### config.mk
export PLATFORM = sky130hd
export DESIGN_NAME = i2c_slave_rx_flat
export DESIGN_NICKNAME = d
export VERILOG_FILES = /design/src/rtl/i2c_slave_rx_if.sv /design/src/rtl/i2c_slave_rx.sv /design/src/flat_wrapper.sv
export SDC_FILE = /design/constraint.sdc
export NUM_CORES = 1
export LEC_CHECK = 0
export CAP_MARGIN = 40
export CORE_UTILIZATION = 40
export DETAILED_ROUTE_END_ITERATION = 16
export GPL_TIMING_DRIVEN = 0
export SYNTH_ARGS = -nofsm -noshare
export SYNTH_HDL_FRONTEND = slang
export SYNTH_SLANG_ARGS = --single-unit
### constraint.sdc
create_clock -name sys_clk -period 1.7 [get_ports sys_clk]
set_input_delay 0.51 -clock sys_clk [delete_from_list [all_inputs] [get_ports sys_clk]]
set_output_delay 0.51 -clock sys_clk [all_outputs]
set_load 0.02 [all_outputs]
### src/rtl/i2c_slave_rx_if.sv
// Bus-side and user-side signals of the I2C target, grouped so the target
// and its environment connect through one port.
interface i2c_slave_rx_if;
  logic       scl;       // bus SCL level
  logic       sda_in;    // bus SDA level
  logic       sda_oe;    // 1 = pull SDA low, 0 = release
  logic [7:0] rx_data;   // last byte written by the master
  logic       rx_valid;  // one-cycle strobe: rx_data is new
  logic [7:0] tx_data;   // byte to return on a read
  logic       tx_req;    // one-cycle strobe: tx_data is captured this cycle
  logic       rw;        // R/W bit of the current addressed transfer
  logic       busy;      // high from START to STOP

  modport slave (
    input  scl, sda_in, tx_data,
    output sda_oe, rx_data, rx_valid, tx_req, rw, busy
  );

  modport master (
    output scl, sda_in, tx_data,
    input  sda_oe, rx_data, rx_valid, tx_req, rw, busy
  );
endinterface

### src/rtl/i2c_slave_rx.sv
// Byte-oriented I2C target: oversamples SCL/SDA, detects START/STOP, ACKs a
// fixed 7-bit address, streams written bytes out and shifts read bytes in
// from the user. SDA is open-drain via sda_oe; SCL is never stretched.
module i2c_slave_rx #(
  parameter logic [6:0] SLAVE_ADDR = 7'h55
) (
  input  logic          sys_clk,
  input  logic          rst,
  i2c_slave_rx_if.slave bus
);

  typedef enum logic [2:0] {
    S_IDLE,
    S_ADDR,
    S_ADDR_ACK,
    S_WR_DATA,
    S_WR_ACK,
    S_RD_DATA,
    S_RD_ACK,
    S_IGNORE
  } state_t;

  // Input conditioning
  logic [1:0] r_scl_sync;
  logic       r_scl_hist;
  logic [1:0] r_sda_sync;
  logic       r_sda_hist;

  // Protocol state
  state_t     r_state;
  logic [3:0] r_bit_cnt;
  logic [6:0] r_shift;
  logic [7:0] r_tx_shift;
  logic       r_sda_oe;
  logic [7:0] r_rx_data;
  logic       r_rx_valid;
  logic       r_tx_req;
  logic       r_rw;
  logic       r_busy;

  // Next-state values
  state_t     w_state_nxt;
  logic [3:0] w_bit_cnt_nxt;
  logic [6:0] w_shift_nxt;
  logic [7:0] w_tx_shift_nxt;
  logic       w_sda_oe_nxt;
  logic [7:0] w_rx_data_nxt;
  logic       w_rx_valid_nxt;
  logic       w_tx_req_nxt;
  logic       w_rw_nxt;
  logic       w_busy_nxt;

  logic       w_scl;
  logic       w_sda;
  logic       w_scl_rise;
  logic       w_scl_fall;
  logic       w_sda_rise;
  logic       w_sda_fall;
  logic       w_start;
  logic       w_stop;
  logic [7:0] w_byte;

  assign w_scl      = r_scl_sync[1];
  assign w_sda      = r_sda_sync[1];
  assign w_scl_rise = w_scl & ~r_scl_hist;
  assign w_scl_fall = ~w_scl & r_scl_hist;
  assign w_sda_rise = w_sda & ~r_sda_hist;
  assign w_sda_fall = ~w_sda & r_sda_hist;
  assign w_start    = w_sda_fall & w_scl;
  assign w_stop     = w_sda_rise & w_scl;
  // Byte as it stands once the current SDA sample is shifted in
  assign w_byte     = {r_shift, w_sda};

  // Two-flop synchronizers plus history flop; idle bus level is 1
  always_ff @(posedge sys_clk) begin
    // NOTE: sequential state uses non-blocking assignments so every flop
    // samples pre-edge values and the chain really delays by one cycle each.
    if (rst) begin
      r_scl_sync <= 2'b11;
      r_scl_hist <= 1'b1;
      r_sda_sync <= 2'b11;
      r_sda_hist <= 1'b1;
    end else begin
      r_scl_sync <= {r_scl_sync[0], bus.scl};
      r_scl_hist <= r_scl_sync[1];
      r_sda_sync <= {r_sda_sync[0], bus.sda_in};
      r_sda_hist <= r_sda_sync[1];
    end
  end

  // Protocol state register
  always_ff @(posedge sys_clk) begin
    if (rst) begin
      r_state    <= S_IDLE;
      r_bit_cnt  <= 4'd0;
      r_shift    <= 7'd0;
      r_tx_shift <= 8'd0;
      r_sda_oe   <= 1'b0;
      r_rx_data  <= 8'h00;
      r_rx_valid <= 1'b0;
      r_tx_req   <= 1'b0;
      r_rw       <= 1'b0;
      r_busy     <= 1'b0;
    end else begin
      r_state    <= w_state_nxt;
      r_bit_cnt  <= w_bit_cnt_nxt;
      r_shift    <= w_shift_nxt;
      r_tx_shift <= w_tx_shift_nxt;
      r_sda_oe   <= w_sda_oe_nxt;
      r_rx_data  <= w_rx_data_nxt;
      r_rx_valid <= w_rx_valid_nxt;
      r_tx_req   <= w_tx_req_nxt;
      r_rw       <= w_rw_nxt;
      r_busy     <= w_busy_nxt;
    end
  end

  // Next-state and output logic; START/STOP override the bit-level logic
  always_comb begin
    // NOTE: every variable gets a default before any branch so no path
    // leaves one unassigned, which would otherwise infer a latch.
    w_state_nxt    = r_state;
    w_bit_cnt_nxt  = r_bit_cnt;
    w_shift_nxt    = r_shift;
    // The user's byte is captured in the cycle tx_req is high; SCL is
    // stable high then, so no shift can collide with this load.
    w_tx_shift_nxt = r_tx_req ? bus.tx_data : r_tx_shift;
    w_sda_oe_nxt   = r_sda_oe;
    w_rx_data_nxt  = r_rx_data;
    w_rx_valid_nxt = 1'b0;
    w_tx_req_nxt   = 1'b0;
    w_rw_nxt       = r_rw;
    w_busy_nxt     = r_busy;

    if (w_start) begin
      w_state_nxt   = S_ADDR;
      w_bit_cnt_nxt = 4'd0;
      w_busy_nxt    = 1'b1;
      w_sda_oe_nxt  = 1'b0;
    end else if (w_stop) begin
      w_state_nxt   = S_IDLE;
      w_busy_nxt    = 1'b0;
      w_sda_oe_nxt  = 1'b0;
    end else begin
      unique case (r_state)
        S_IDLE: ;

        S_ADDR: begin
          if (w_scl_rise) begin
            w_shift_nxt   = w_byte[6:0];
            w_bit_cnt_nxt = r_bit_cnt + 4'd1;
            if (r_bit_cnt == 4'd7) begin
              w_rw_nxt      = w_byte[0];
              w_bit_cnt_nxt = 4'd0;
              if (w_byte[7:1] == SLAVE_ADDR) begin
                w_state_nxt  = S_ADDR_ACK;
                w_tx_req_nxt = w_byte[0];
              end else begin
                w_state_nxt  = S_IGNORE;
              end
            end
          end
        end

        // First fall pulls SDA low for the ACK clock; second fall ends it
        S_ADDR_ACK, S_WR_ACK: begin
          if (w_scl_fall) begin
            if (r_bit_cnt == 4'd0) begin
              w_sda_oe_nxt  = 1'b1;
              w_bit_cnt_nxt = 4'd1;
            end else if (r_state == S_ADDR_ACK && r_rw) begin
              w_sda_oe_nxt   = ~r_tx_shift[7];
              w_tx_shift_nxt = {r_tx_shift[6:0], 1'b0};
              w_bit_cnt_nxt  = 4'd1;
              w_state_nxt    = S_RD_DATA;
            end else begin
              w_sda_oe_nxt  = 1'b0;
              w_bit_cnt_nxt = 4'd0;
              w_state_nxt   = S_WR_DATA;
            end
          end
        end

        S_WR_DATA: begin
          if (w_scl_rise) begin
            w_shift_nxt   = w_byte[6:0];
            w_bit_cnt_nxt = r_bit_cnt + 4'd1;
            if (r_bit_cnt == 4'd7) begin
              w_rx_data_nxt  = w_byte;
              w_rx_valid_nxt = 1'b1;
              w_bit_cnt_nxt  = 4'd0;
              w_state_nxt    = S_WR_ACK;
            end
          end
        end

        // bit_cnt counts bits already driven; after eight, release for ACK
        S_RD_DATA: begin
          if (w_scl_fall) begin
            if (r_bit_cnt == 4'd8) begin
              w_sda_oe_nxt  = 1'b0;
              w_bit_cnt_nxt = 4'd0;
              w_state_nxt   = S_RD_ACK;
            end else begin
              w_sda_oe_nxt   = ~r_tx_shift[7];
              w_tx_shift_nxt = {r_tx_shift[6:0], 1'b0};
              w_bit_cnt_nxt  = r_bit_cnt + 4'd1;
            end
          end
        end

        S_RD_ACK: begin
          if (w_scl_rise) begin
            if (!w_sda) begin
              w_tx_req_nxt  = 1'b1;
              w_bit_cnt_nxt = 4'd0;
              w_state_nxt   = S_RD_DATA;
            end else begin
              w_state_nxt   = S_IGNORE;
            end
          end
        end

        S_IGNORE: w_sda_oe_nxt = 1'b0;

        default: w_state_nxt = S_IDLE;
      endcase
    end
  end

  assign bus.sda_oe   = r_sda_oe;
  assign bus.rx_data  = r_rx_data;
  assign bus.rx_valid = r_rx_valid;
  assign bus.tx_req   = r_tx_req;
  assign bus.rw       = r_rw;
  assign bus.busy     = r_busy;

endmodule

### src/flat_wrapper.sv
// flat-port wrapper written by rule: the top's interface ports become plain ports
module i2c_slave_rx_flat 
#(
  parameter logic [6:0] SLAVE_ADDR = 7'h55
)
  (sys_clk, rst, bus_scl, bus_sda_in, bus_tx_data, bus_sda_oe, bus_rx_data, bus_rx_valid, bus_tx_req, bus_rw, bus_busy);
  i2c_slave_rx_if bus_i ();
  input  logic sys_clk;
  input  logic rst;
  input wire logic [$bits(bus_i.scl)-1:0] bus_scl;
  input wire logic [$bits(bus_i.sda_in)-1:0] bus_sda_in;
  input wire logic [$bits(bus_i.tx_data)-1:0] bus_tx_data;
  output wire logic [$bits(bus_i.sda_oe)-1:0] bus_sda_oe;
  output wire logic [$bits(bus_i.rx_data)-1:0] bus_rx_data;
  output wire logic [$bits(bus_i.rx_valid)-1:0] bus_rx_valid;
  output wire logic [$bits(bus_i.tx_req)-1:0] bus_tx_req;
  output wire logic [$bits(bus_i.rw)-1:0] bus_rw;
  output wire logic [$bits(bus_i.busy)-1:0] bus_busy;
  assign bus_i.scl = bus_scl;
  assign bus_i.sda_in = bus_sda_in;
  assign bus_i.tx_data = bus_tx_data;
  assign bus_sda_oe = bus_i.sda_oe;
  assign bus_rx_data = bus_i.rx_data;
  assign bus_rx_valid = bus_i.rx_valid;
  assign bus_tx_req = bus_i.tx_req;
  assign bus_rw = bus_i.rw;
  assign bus_busy = bus_i.busy;
  i2c_slave_rx #(.SLAVE_ADDR(SLAVE_ADDR)) u_core (.sys_clk(sys_clk), .rst(rst), .bus(bus_i));
endmodule
==> results_dict.tcl <==
set metrics [dict create \
    status "complete, but fails checks" \
    violations "setup timing" \
    hold_path_class "reg2reg" \
    nNetsFinal 300 \
    synth.net_count 244 \
    fp.coreArea_um2 4820 \
    insertion_delay_ps 290 \
    finClkSkew_ps 7.48 \
    final-setup-viol-count 6 \
    nFillCells 433 \
    synth_most_common_cell "dfxtp_1" \
    dp_hpwl_um 3090 \
    rows 25 \
    synth_common_cells "41 x dfxtp_1, 23 x mux2i_1, 21 x nor2_1, 13 x a21oi_1, 13 x nand2_1" \
    crit_type "reg2reg" \
    yosysTopAreaCell "dfxtp_1" \
    worstRegToRegCells 8 \
    cp.required_ps 1900 \
    first_pass_iters 7 \
    ys_types 54 \
    grt_max_degree 14 \
    final_design_area_no_fill_um2 2950 \
    vias_per_cell 5.24 \
    die_x_um 73.5 \
    maxSlewViolCount 0 \
    synthTopCellsByArea "dfxtp_1 40%, mux2i_1 11%, nor2_1 3.9%, a21oi_1 3.2%, o31ai_1 2.9%" \
    gr-usage-all-layers_pct 18.5 \
    clockBufferDepth 2 \
    holdWs_ps 410 \
    rsz0062_at_grt "true" \
    cts_made_buffers 5 \
    diodes 0 \
    holdPathStages 1 \
    cp_slowest_cell "dfxtp_4" \
    finalCoreUtilization_pct 61.2 \
    max_slew_margin_pct 31.7 \
    cts_tree "yes" \
    cts_sinks 41 \
    power_leakage_uw 0.00112 \
    start_util_pct 42.4 \
    hold_viol_final 0 \
    max_stage_delay_ps 380 \
    regToRegStartpoint "u_core.r_bit_cnt[1]$_SDFFE_PP0P_" \
    dr_total_vias 1854 \
    synth_top_area_share_pct 40.1 \
    syn_avg_cell_area_um2 8.89 \
    drive_gt1_share_pct 33.4 \
    first_iter_violations 132 \
    grt_pass1_wl_um 7770 \
    power.internal_uw 2100 \
    tightest_slew_ps 1020 \
    gp_congestion 0.798 \
    critPathLaunchType "register" \
    synth_seq_cells 41 \
    syn_to_final_growth_pct 44.2 \
    rrSetupSlack_ps -50 \
    powerDensity_nw_per_um2 1050 \
    grt_pass1_vias 1706 \
    antenna_found_initial 0 \
    drt-total-wl_um 4970 \
    drtAntennaViolNets 0 \
    r2r-end "u_core.r_tx_shift[2]$_SDFF_PP0_" \
    crit_family "simple AND/OR/NAND/NOR gates" \
    place_area_um2 2360 \
    die_h_um 73.5 \
    syn_inst 230 \
    seq_area_frac_synth_pct 40.1 \
    final.min_clock_period_ps 1750 \
    h-tree-depth 2 \
    min_to "u_core.r_scl_sync[1]$_SDFF_PP1_" \
    clkPwrFrac_pct 30.0 \
    fmax_ghz 0.570 \
    synth-edff-count 0 \
    ys.flop_type "dfxtp_1" \
    p_switching_uw 979 \
    crit_chain "inv_2, ha_4, or3b_4, nand3b_1, a21oi_4, buf_6, nand3_4, o31ai_4" \
    drcViolationCount 0 \
    maxCapViolCount 0 \
    cts.reportedPaths.clkPinSlew_ps 80 \
    die_area_um2 5400 \
    ioPinCount 25 \
    wl_per_cell_um 14.0 \
    ctsRootBufferMaster "clkbuf_8" \
    crit_path_end_kind "register" \
    power_frac_comb_pct 34.4 \
    hold_start "u_core.r_scl_sync[0]$_SDFF_PP1_" \
    period_share_pct 103 \
    overflow 0 \
    async_flop_share_pct 0 \
    critPathArrivalTime_ps 1950 \
    ys.warnings.count 0 \
    ir_worst_vdd_mv 0.561 \
    layout_setup_ws_ps -53.8 \
    netlist_area_um2 2040 \
    critPathMaxFanout 5 \
    path_buf_inv 2 \
    power_frac_seq_pct 35.5 \
    port_buffers 23 \
    power_switching_share_pct 31.8 \
]
per-stage QoR:
| step | setup WS, ps | setup TNS [ps] | cells | total power (µW) |
|---|---|---|---|---|
| 2_1_floorplan | 6.75 | 0 | 230 | 1670 |
| 3_3_place_gp | -363 | -4950 | 320 | 1860 |
| 3_5_place_dp | -351 | -4310 | 320 | 1850 |
| 4_1_cts | -13.7 | -13.7 | 343 | 2910 |
| 5_1_grt | -120 | -913 | 354 | 3240 |
| 6_report | -53.8 | -137 | 354 | 3080 |
state kept, by name (all words and copies together), names as in the netlist, 2 cells and up:
name                cells
u_core.bus.rx_data      8
u_core.r_bit_cnt        4
u_core.r_scl_sync       2
u_core.r_sda_sync       2
u_core.r_shift          7
u_core.r_state          3
u_core.r_tx_shift       8
placed cells by master, fill, tap and decap left out, types with 5 or more instances in the layout:
cell,Yosys,routed
dfxtp_4,0,5
clkdlybuf4s50_1,0,10
dlygate4sd2_1,0,13
nor2_1,21,21
or2_2,7,7
clkbuf_8,0,5
nor3_1,8,7
a21oi_1,13,11
nand3b_1,6,6
o21ai_0,7,7
inv_1,9,7
dfxtp_1,41,32
nand2_1,13,13
buf_6,2,6
buf_4,0,23
mux2i_1,23,23
repair_timing:
item | 4_1_cts | 5_1_grt
gates cloned | 2 | 0
pin swaps | 14 | 17
hold buffers | 0 | 0
buffers inserted | 14 | 11
gates resized for setup | 35 | 40
setup endpoints to repair | 34 | 25
power by group through the flow:
stage | clock, µW | sequential (µW) | combinational [µW]
after global placement | 0 | 1100 | 761
after floorplan | 0 | 1090 | 580
after global routing | 981 | 1110 | 1150
after CTS | 946 | 1080 | 885
after detailed placement | 0 | 1090 | 758
final | 926 | 1100 | 1060
how the worst max path moves through the flow:
stage,start,endpoint,cells past startpoint
2_1_floorplan,u_core.r_bit_cnt[0]$_SDFFE_PP0P_,u_core.r_bit_cnt[3]$_SDFFE_PP0P_,7
6_report,u_core.r_bit_cnt[1]$_SDFFE_PP0P_,u_core.r_tx_shift[2]$_SDFF_PP0_,8
4_1_cts,u_core.r_scl_sync[1]$_SDFF_PP1_,u_core.r_bit_cnt[3]$_SDFFE_PP0P_,6
3_3_place_gp,u_core.r_bit_cnt[0]$_SDFFE_PP0P_,u_core.r_tx_shift[1]$_SDFF_PP0_,9
3_5_place_dp,u_core.r_bit_cnt[0]$_SDFFE_PP0P_,u_core.r_tx_shift[2]$_SDFF_PP0_,9
5_1_grt,u_core.r_bit_cnt[1]$_SDFFE_PP0P_,u_core.r_tx_shift[2]$_SDFF_PP0_,8
cell families after synthesis:
logic type / count (synthesis) / synth area share, %
AND/OR/NAND/NOR: 86 / 23.9
buffers and inverters: 23 / 5.20
adder cells (fa/ha/maj): 2 / 1.22
XOR/XNOR: 1 / 0.428
AO/OA/AOI/OAI: 54 / 17.8
multiplexers: 23 / 11.3
flip-flops: 41 / 40.1
worst reg2reg max path, stage by stage, from the launching register on:
cell,delay (ps)
dfxtp_4,380
inv_2,50
ha_4,160
or3b_4,270
nand3b_1,140
a21oi_4,280
buf_6,180
nand3_4,80
o31ai_4,100
metal layers:
metal / global-route usage [%] / wire length, µm / vias to the layer above
met3: 4.25 / 197 / 11
met4: 6.41 / 124 / 0
li1: - / - / 942
met1: 25.4 / 2370 / 859
met5: 0 / 0 / -
met2: 28.5 / 2280 / 42
final cells by class:
cell class / count / area [µm²] / area share [%]
Sequential cell: 41 / 845 / 28.6
Multi-Input combinational cell: 166 / 1320 / 44.7
Tap cell: 67 / 83.8 / 2.84
Clock buffer: 5 / 68.8 / 2.33
Buffer: 13 / 86.3 / 2.93
Timing Repair Buffer: 50 / 447 / 15.1
Clock inverter: 3 / 65.1 / 2.21
Inverter: 9 / 36.3 / 1.23
(Power assumes the default switching activity.)
